## src/rtl/product_accumulator_if.sv

```systemverilog
// Product-stream input and result-buffer handshake bundle for product_accumulator.
// The master drives products and out_ready; the slave (accumulator) returns results.
interface product_accumulator_if #(
    parameter int IN_W  = 16,
    parameter int ACC_W = 20
) ();
    logic             in_valid;
    logic [IN_W-1:0]  in_product;
    logic             in_clear;
    logic             out_valid;
    logic             out_ready;
    logic [ACC_W-1:0] out_sum;
    logic             out_sat;
    logic             overrun;

    modport master (
        output in_valid, in_product, in_clear, out_ready,
        input  out_valid, out_sum, out_sat, overrun
    );

    modport slave (
        input  in_valid, in_product, in_clear, out_ready,
        output out_valid, out_sum, out_sat, overrun
    );
endinterface

```

## src/rtl/product_accumulator.sv

```systemverilog
// Sums groups of LEN unsigned products with saturation into a one-entry result
// buffer; never back-pressures the product stream, drops results when full.
module product_accumulator #(
    parameter int IN_W  = 16,
    parameter int ACC_W = 20,
    parameter int LEN   = 4
) (
    input  logic                 clk,
    input  logic                 reset_n,
    product_accumulator_if.slave bus
);
    localparam int CNT_W = (LEN > 1) ? $clog2(LEN) : 1;
    localparam logic [CNT_W-1:0] LAST    = CNT_W'(LEN - 1);
    localparam logic [ACC_W-1:0] ACC_MAX = '1;

    typedef enum logic {EMPTY, FULL} buf_state_t;

    buf_state_t       state;
    logic [ACC_W-1:0] acc;
    logic             sat_acc;
    logic [CNT_W-1:0] cnt;
    logic [ACC_W-1:0] sum_reg;
    logic             sat_reg;
    logic             overrun_reg;

    logic [ACC_W-1:0] base_acc;
    logic             base_sat;
    logic [CNT_W-1:0] base_cnt;
    logic [ACC_W:0]   sum_wide;
    logic [ACC_W-1:0] sum;
    logic             sum_sat;
    logic             push;
    logic             pop;

    // in_clear with a valid product restarts the group at this product, so the
    // adder simply sees a zeroed accumulator and counter.
    always_comb begin
        base_acc = bus.in_clear ? '0 : acc;
        base_sat = bus.in_clear ? 1'b0 : sat_acc;
        base_cnt = bus.in_clear ? '0 : cnt;
        sum_wide = {1'b0, base_acc} + (ACC_W + 1)'(bus.in_product);
        sum      = sum_wide[ACC_W] ? ACC_MAX : sum_wide[ACC_W-1:0];
        sum_sat  = base_sat | sum_wide[ACC_W];
        push     = bus.in_valid && (base_cnt == LAST);
        pop      = (state == FULL) && bus.out_ready;
    end

    always_ff @(posedge clk) begin
        if (!reset_n) begin
            state       <= EMPTY;
            acc         <= '0;
            sat_acc     <= 1'b0;
            cnt         <= '0;
            sum_reg     <= '0;
            sat_reg     <= 1'b0;
            overrun_reg <= 1'b0;
        end else begin
            if (bus.in_valid) begin
                if (push) begin
                    acc     <= '0;
                    sat_acc <= 1'b0;
                    cnt     <= '0;
                end else begin
                    acc     <= sum;
                    sat_acc <= sum_sat;
                    cnt     <= base_cnt + CNT_W'(1);
                end
            end else if (bus.in_clear) begin
                acc     <= '0;
                sat_acc <= 1'b0;
                cnt     <= '0;
            end

            case (state)
                EMPTY: begin
                    if (push) begin
                        sum_reg <= sum;
                        sat_reg <= sum_sat;
                        state   <= FULL;
                    end
                end
                FULL: begin
                    if (pop) begin
                        if (push) begin
                            sum_reg <= sum;
                            sat_reg <= sum_sat;
                        end else begin
                            state <= EMPTY;
                        end
                    end else if (push) begin
                        overrun_reg <= 1'b1;
                    end
                end
                default: state <= EMPTY;
            endcase
        end
    end

    assign bus.out_valid = (state == FULL);
    assign bus.out_sum   = sum_reg;
    assign bus.out_sat   = sat_reg;
    assign bus.overrun   = overrun_reg;
endmodule

```

## src/flat_wrapper.sv

```systemverilog
// flat-port wrapper written by rule: the top's interface ports become plain ports
module product_accumulator_flat 
#(
    parameter int IN_W  = 16,
    parameter int ACC_W = 20,
    parameter int LEN   = 4
)
  (clk, reset_n, bus_in_valid, bus_in_product, bus_in_clear, bus_out_ready, bus_out_valid, bus_out_sum, bus_out_sat, bus_overrun);
  product_accumulator_if #(.IN_W(IN_W), .ACC_W(ACC_W)) bus_i ();
  input  logic clk;
  input  logic reset_n;
  input wire logic [$bits(bus_i.in_valid)-1:0] bus_in_valid;
  input wire logic [$bits(bus_i.in_product)-1:0] bus_in_product;
  input wire logic [$bits(bus_i.in_clear)-1:0] bus_in_clear;
  input wire logic [$bits(bus_i.out_ready)-1:0] bus_out_ready;
  output wire logic [$bits(bus_i.out_valid)-1:0] bus_out_valid;
  output wire logic [$bits(bus_i.out_sum)-1:0] bus_out_sum;
  output wire logic [$bits(bus_i.out_sat)-1:0] bus_out_sat;
  output wire logic [$bits(bus_i.overrun)-1:0] bus_overrun;
  assign bus_i.in_valid = bus_in_valid;
  assign bus_i.in_product = bus_in_product;
  assign bus_i.in_clear = bus_in_clear;
  assign bus_i.out_ready = bus_out_ready;
  assign bus_out_valid = bus_i.out_valid;
  assign bus_out_sum = bus_i.out_sum;
  assign bus_out_sat = bus_i.out_sat;
  assign bus_overrun = bus_i.overrun;
  product_accumulator #(.IN_W(IN_W), .ACC_W(ACC_W), .LEN(LEN)) u_core (.clk(clk), .reset_n(reset_n), .bus(bus_i));
endmodule
```

## config.mk

```make
export PLATFORM = sky130hd
export DESIGN_NAME = product_accumulator_flat
export DESIGN_NICKNAME = d
export VERILOG_FILES = /design/src/rtl/product_accumulator_if.sv /design/src/rtl/product_accumulator.sv /design/src/flat_wrapper.sv
export SDC_FILE = /design/constraint.sdc
export NUM_CORES = 1
export LEC_CHECK = 0
export ABC_AREA = 0
export CAP_MARGIN = 20
export CORE_MARGIN = 5
export CORE_UTILIZATION = 49
export CTS_CLUSTER_DIAMETER = 150
export DETAILED_ROUTE_END_ITERATION = 8
export GPL_ROUTABILITY_DRIVEN = 0
export PLACE_DENSITY = 0.77
export SYNTH_ARGS = -nofsm -noshare
export SYNTH_HDL_FRONTEND = slang
export SYNTH_SLANG_ARGS = --single-unit
```

## constraint.sdc

```tcl
create_clock -name clk -period 3.5 [get_ports clk]
set_clock_uncertainty 0.2 [all_clocks]
set_input_delay 0.525 -clock clk [delete_from_list [all_inputs] [get_ports clk]]
set_output_delay 0.525 -clock clk [all_outputs]
set_load 0.01 [all_outputs]
```

; After elaboration in Yosys (flattened, before gate mapping)
; Index checks and enable logic that the tools add are counted.
[totals]
reg_bits = 46
wordCells = 36
[classes]
add_sub_neg = 2
eq_ne = 2
mux = 19
bitwise = 3
reduce_logical = 3
[op_table]
columns = op, count
row1 = 20-bit 2-to-1 mux, 6
row2 = 20-bit case mux with 2 select lines, 1
row3 = 20-bit by 16-bit adder with 21-bit output, 1
row4 = 1-bit 2-to-1 mux, 7
row5 = 2-bit 2-to-1 mux, 3
row6 = 1-bit case mux with 2 select lines, 2
row7 = 3-bit AND reduction, 1
row8 = "2-bit by 1-bit adder with 2-bit output, second input constant", 1
row9 = "2-bit == test, second input constant", 1
row10 = 1-bit logical AND, 2
row11 = "2-bit inequality test, second input constant", 1
row12 = 1-bit inverter, 2
row13 = 1-bit OR, 1

; Logic depth before layout (Yosys ltp)
[logic_depth]
ltp_word = 6
depth_mapped = 13
mapped_depth_nobuf = 10

; Least setup slack after synthesis
; No wires, ideal clock.
[synth_path]
kind = in2reg
startpoint = input port bus_in_clear
endpoint = register u_core.acc[14]
setup_time_ns = 0.095
t_arrival_ns = 3.377
required_ns = 3.205
setup_slack_ns = -0.172
cell_stages = 12
path_buffers = 3
cell_sequence = clkbuf_1 > buf_1 > clkbuf_1 > nor2_1 > ha_1 > fa_1 > a21o_1 > a221oi_2 > nor4_1 > a311oi_2 > mux2_1 > o311ai_1
[synth_between]
elab_chain_len = 5
elab_cells_between_ends = 8
classes_between = add/sub (1) / eq/ne (1) / mux (5) / reduce/logical (1)
[synth_lines]
columns = item, line_no
row1 = "start, declared", flat_wrapper.sv:14  ; input wire logic [$bits(bus_i.in_clear)-1:0] bus_in_clear;
row2 = 20-bit 2-to-1 mux or 2-bit 2-to-1 mux (tied branches), -
row3 = 20-bit by 16-bit adder with 21-bit output or 2-bit == test (tied branches), "product_accumulator.sv:41, product_accumulator.sv:44"
row4 = 20-bit 2-to-1 mux or 1-bit logical AND (tied branches), "product_accumulator.sv:42, product_accumulator.sv:44"
row5 = 20-bit 2-to-1 mux, product_accumulator.sv:59  ; if (push) begin
row6 = 20-bit 2-to-1 mux (*), product_accumulator.sv:58  ; if (bus.in_valid) begin
row7 = "end signal, assigned", product_accumulator.sv:64  ; acc <= sum;
row8 = "end, declared", product_accumulator.sv:19  ; logic [ACC_W-1:0] acc;
; Every way passes the cells marked *; elsewhere a longest branch is shown, timed or not.
; A chain may end at the register's enable or synchronous reset.

; Final worst setup path
[layout_path]
startpoint = input port bus_in_clear
endpoint = register u_core.sum_reg[14], in the netlist u_core.bus.out_sum[14]
[layout_between]
elab_chain_len = 6
elab_cells_between_ends = 9
classes_between = add/sub (1) / eq/ne (1) / mux (6) / reduce/logical (1)
[layout_lines]
columns = item, line_no
row1 = 20-bit 2-to-1 mux or 2-bit 2-to-1 mux (tied branches), -
row2 = 20-bit by 16-bit adder with 21-bit output or 2-bit == test (tied branches), "product_accumulator.sv:41, product_accumulator.sv:44"
row3 = 20-bit 2-to-1 mux or 1-bit logical AND (tied branches), "product_accumulator.sv:42, product_accumulator.sv:44"
row4 = 20-bit 2-to-1 mux (*), "product_accumulator.sv:76, product_accumulator.sv:84"
row5 = 20-bit 2-to-1 mux, product_accumulator.sv:83  ; if (pop) begin
row6 = 20-bit case mux with 2 select lines (*), product_accumulator.sv:74  ; case (state)
row7 = "end signal, assigned", product_accumulator.sv:77  ; sum_reg <= sum;
row8 = "end signal, assigned", product_accumulator.sv:85  ; sum_reg <= sum;
row9 = "end, declared", product_accumulator.sv:22  ; logic [ACC_W-1:0] sum_reg;
; Every way passes the cells marked *; elsewhere a longest branch is shown, timed or not. The select of a mux whose other input is x is not followed.

==> flow_summary.json <==
{
  "synthCells": 352,
  "seq_area_sq_um": 921,
  "wl_per_cell_microns": 15.5,
  "routed_wl_mm": 7.42,
  "pwr-share-seq_pct": 48.5,
  "ctsHoldBuffers": 0,
  "rsz0062_at_grt": "yes",
  "gr-usage-met1_pct": 31.5,
  "grt_use_met3_pct": 2.40,
  "vias_per_cell": 5.87,
  "hold_path.class": "reg2reg",
  "worst_slew_pin_slew_ns": 0.524,
  "design_area_sq_um": 3560,
  "reg2reg_slack_ns": 0.63,
  "hold_ws_ns": 0.271,
  "crit_arrival_ns": 3.37,
  "p_comb_share_pct": 23.7,
  "worstRegToRegCells": 11,
  "io_pins": 44,
  "clock_latency_ns": 0.29,
  "clk_pin_slew_ns": 0.08,
  "start_kind": "input port",
  "initial_core_util_pct": 50.7,
  "drive_gt1_share_pct": 10.5,
  "p_clk_share_pct": 27.8,
  "fmax_mhz": 295,
  "swShare_pct": 29.2,
  "min_to": "u_core.bus.out_sum[16]",
  "dieArea_sq_um": 7350,
  "dp.cells": 470,
  "drv_cap": 0,
  "hold_start": "u_core.bus.out_sum[16]",
  "hold_viol": 0,
  "crit_slowest_cell": "clkdlybuf4s50_1",
  "synth_edf_count": 0,
  "synth_flop_cell": "dfxtp_1",
  "grt_pass1_vias": 2643,
  "grt_max_degree": 35,
  "synthArstFlopShare_pct": 0,
  "hold_depth": 2,
  "cts_htree_levels": 2,
  "path_buf_inv": 3,
  "cp_cell_sequence": "clkdlybuf4s50_1 -> buf_4 -> nor2_1 -> ha_1 -> a21o_1 -> a221oi_4 -> nor4_1 -> a311oi_2 -> buf_4 -> xor2_1 -> a21oi_1",
  "n_fill_cell": 496,
  "finalPower_mw": 1.12,
  "dpl_cell_area_sq_um": 3430,
  "clkSinkCount": 46,
  "vias": 2818,
  "dp_hpwl_mm": 5.60,
  "drv_slew": 0,
  "grt_overflow": 0,
  "cp_max_fo": 22,
  "synth_cell_types": 57,
  "core_sq_um": 5540,
  "diodes": 0,
  "setup_tns_ns": 0,
  "yosys-top-cells-area": "dfxtp_1 33%, ha_1 7.6%, a21oi_1 7.3%, nor2_1 5.7%, o21ai_0 5.2%",
  "synth.yosys.seq_area_share_pct": 32.8,
  "final.setup.worst_slack_ns": 0.106,
  "max_stage_delay_ns": 0.59,
  "synth_seq_cells": 46,
  "synth_area_per_cell_sq_um": 7.98,
  "netlist.top_cell.by_area": "dfxtp_1",
  "ant_nets": 0,
  "grt_pass1_wl_mm": 12.7,
  "synth_most_common_cell": "dfxtp_1",
  "yosys_warnings": 0,
  "drtIter0Drc": 262,
  "cp-end-kind": "flip-flop",
  "synthesis.nets": 391,
  "die_h_microns": 85.7,
  "slew_headroom_pct": 65.0,
  "clk_path_buf_depth": 2,
  "cp.required_ns": 3.48,
  "fin_util_pct": 64.2,
  "yosysTopAreaCellShare_pct": 32.8,
  "die_x_microns": 85.7,
  "power.internal_mw": 0.792,
  "worstReg2RegStart": "u_core.acc[0]",
  "p_switching_mw": 0.326,
  "place_ws_ns": -0.191,
  "multiInputGateArea_sq_um": 1740,
  "areaGrowthSynthToFinish_pct": 26.6,
  "antenna_found_initial": 0,
  "cp_top_family": "buffers and inverters",
  "fin_nets": 446,
  "met2_usage_pct": 31.1,
  "powerDensity_nw_per_um2": 314,
  "numCtsBuffers": 5,
  "grt_use_total_pct": 20.9,
  "irDropWorstVdd_mv": 0.267,
  "num_rows": 27,
  "top_usage_layer": "met1",
  "power_leakage_nw": 1.43,
  "crit_type": "in2reg",
  "period_share_pct": 97.0,
  "fin_cells": 480,
  "post-route-drc-count": 0,
  "firstDrtPassIters": 4,
  "outcome": "completed",
  "crit_top_cell": "buf_4",
  "root_buffer": "clkbuf_8",
  "ys_top_cells_by_count": "46 x dfxtp_1, 43 x nor2_1, 41 x a21oi_1",
  "port_buffers": 43,
  "finalSetupViolCount": 0,
  "cts_tree": "yes",
  "fin_crit_ns": 3.39,
  "reg2reg_to": "u_core.bus.out_sum[14]",
  "syn_area_sq_um": 2810
}
logic make-up (layout without fill, tap and decap cells):
| group | Yosys count | in the layout | share of synthesized area [%] |
|---|---|---|---|
| simple gates | 102 | 102 | 17.0 |
| xor+xnor | 15 | 15 | 4.68 |
| mux | 2 | 2 | 0.801 |
| fa+ha+maj | 18 | 18 | 8.28 |
| flops | 46 | 46 | 32.8 |
| compound gates | 129 | 129 | 30.7 |
| buf+inv | 40 | 96 | 5.79 |
cell usage in the layout, fill, tap and decap left out, types with 4 or more instances in the layout:
cell,instances
o21ai_0,29
xnor2_1,6
clkdlybuf4s50_1,43
xor2_1,9
a21o_1,6
dfxtp_1,46
o211ai_1,5
a21oi_1,41
nand2_1,19
o32ai_1,13
o21bai_1,4
nand2b_1,4
inv_1,19
nor2b_1,5
clkbuf_8,5
nand3_1,9
nor2_1,43
buf_4,23
ha_1,17
timing repair:
item,4_1_cts,5_1_grt
gates resized for setup,0,2
buffers inserted,0,2
setup endpoints to repair,0,7
how the worst max path moves through the flow:
| stage | slack, ns | start | cells past startpoint | to |
|---|---|---|---|---|
| 5_1_grt | -0.003 | bus_in_clear | 10 | u_core.acc[13] |
| 3_5_place_dp | -0.19 | bus_in_clear | 11 | u_core.bus.out_sum[14] |
| 2_1_floorplan | 0.02 | bus_in_clear | 12 | u_core.acc[14] |
| 3_3_place_gp | -0.09 | bus_in_clear | 11 | u_core.bus.out_sum[14] |
| 6_report | 0.11 | bus_in_clear | 11 | u_core.bus.out_sum[14] |
| 4_1_cts | 0.12 | bus_in_clear | 11 | u_core.bus.out_sum[14] |
metal layers:
| layer | vias to the layer above | share of wire [%] |
|---|---|---|
| met4 | 0 | 1.5 |
| met2 | 108 | 43 |
| met1 | 1313 | 50 |
| met3 | 8 | 6.1 |
| met5 | - | 0 |
| li1 | 1389 | - |
area by class of cell:
| cell class | count | area share, % |
|---|---|---|
| sequential | 46 | 25.9 |
| clock inverter | 2 | 0.387 |
| tap | 72 | 2.53 |
| timing repair buffer | 68 | 18.1 |
| clock buffer | 6 | 2.04 |
| inverter | 20 | 2.11 |
| multi-input combinational | 266 | 49.0 |
tightest hold or removal path, cell delays in order, from the launching register on:
cell and delay, ns:
dfxtp_1 0.32, nand2_1 0.05, a21oi_1 0.05
power groups by stage:
stage	Combinational, mW	Clock [mW]	Sequential (mW)
finish	0.265	0.311	0.542
global route	0.290	0.346	0.544
CTS	0.258	0.321	0.542
detailed placement	0.255	0	0.555
global placement	0.250	0	0.554
floorplan	0.161	0	0.554
Note: power is estimated with default switching activity, not from simulation.
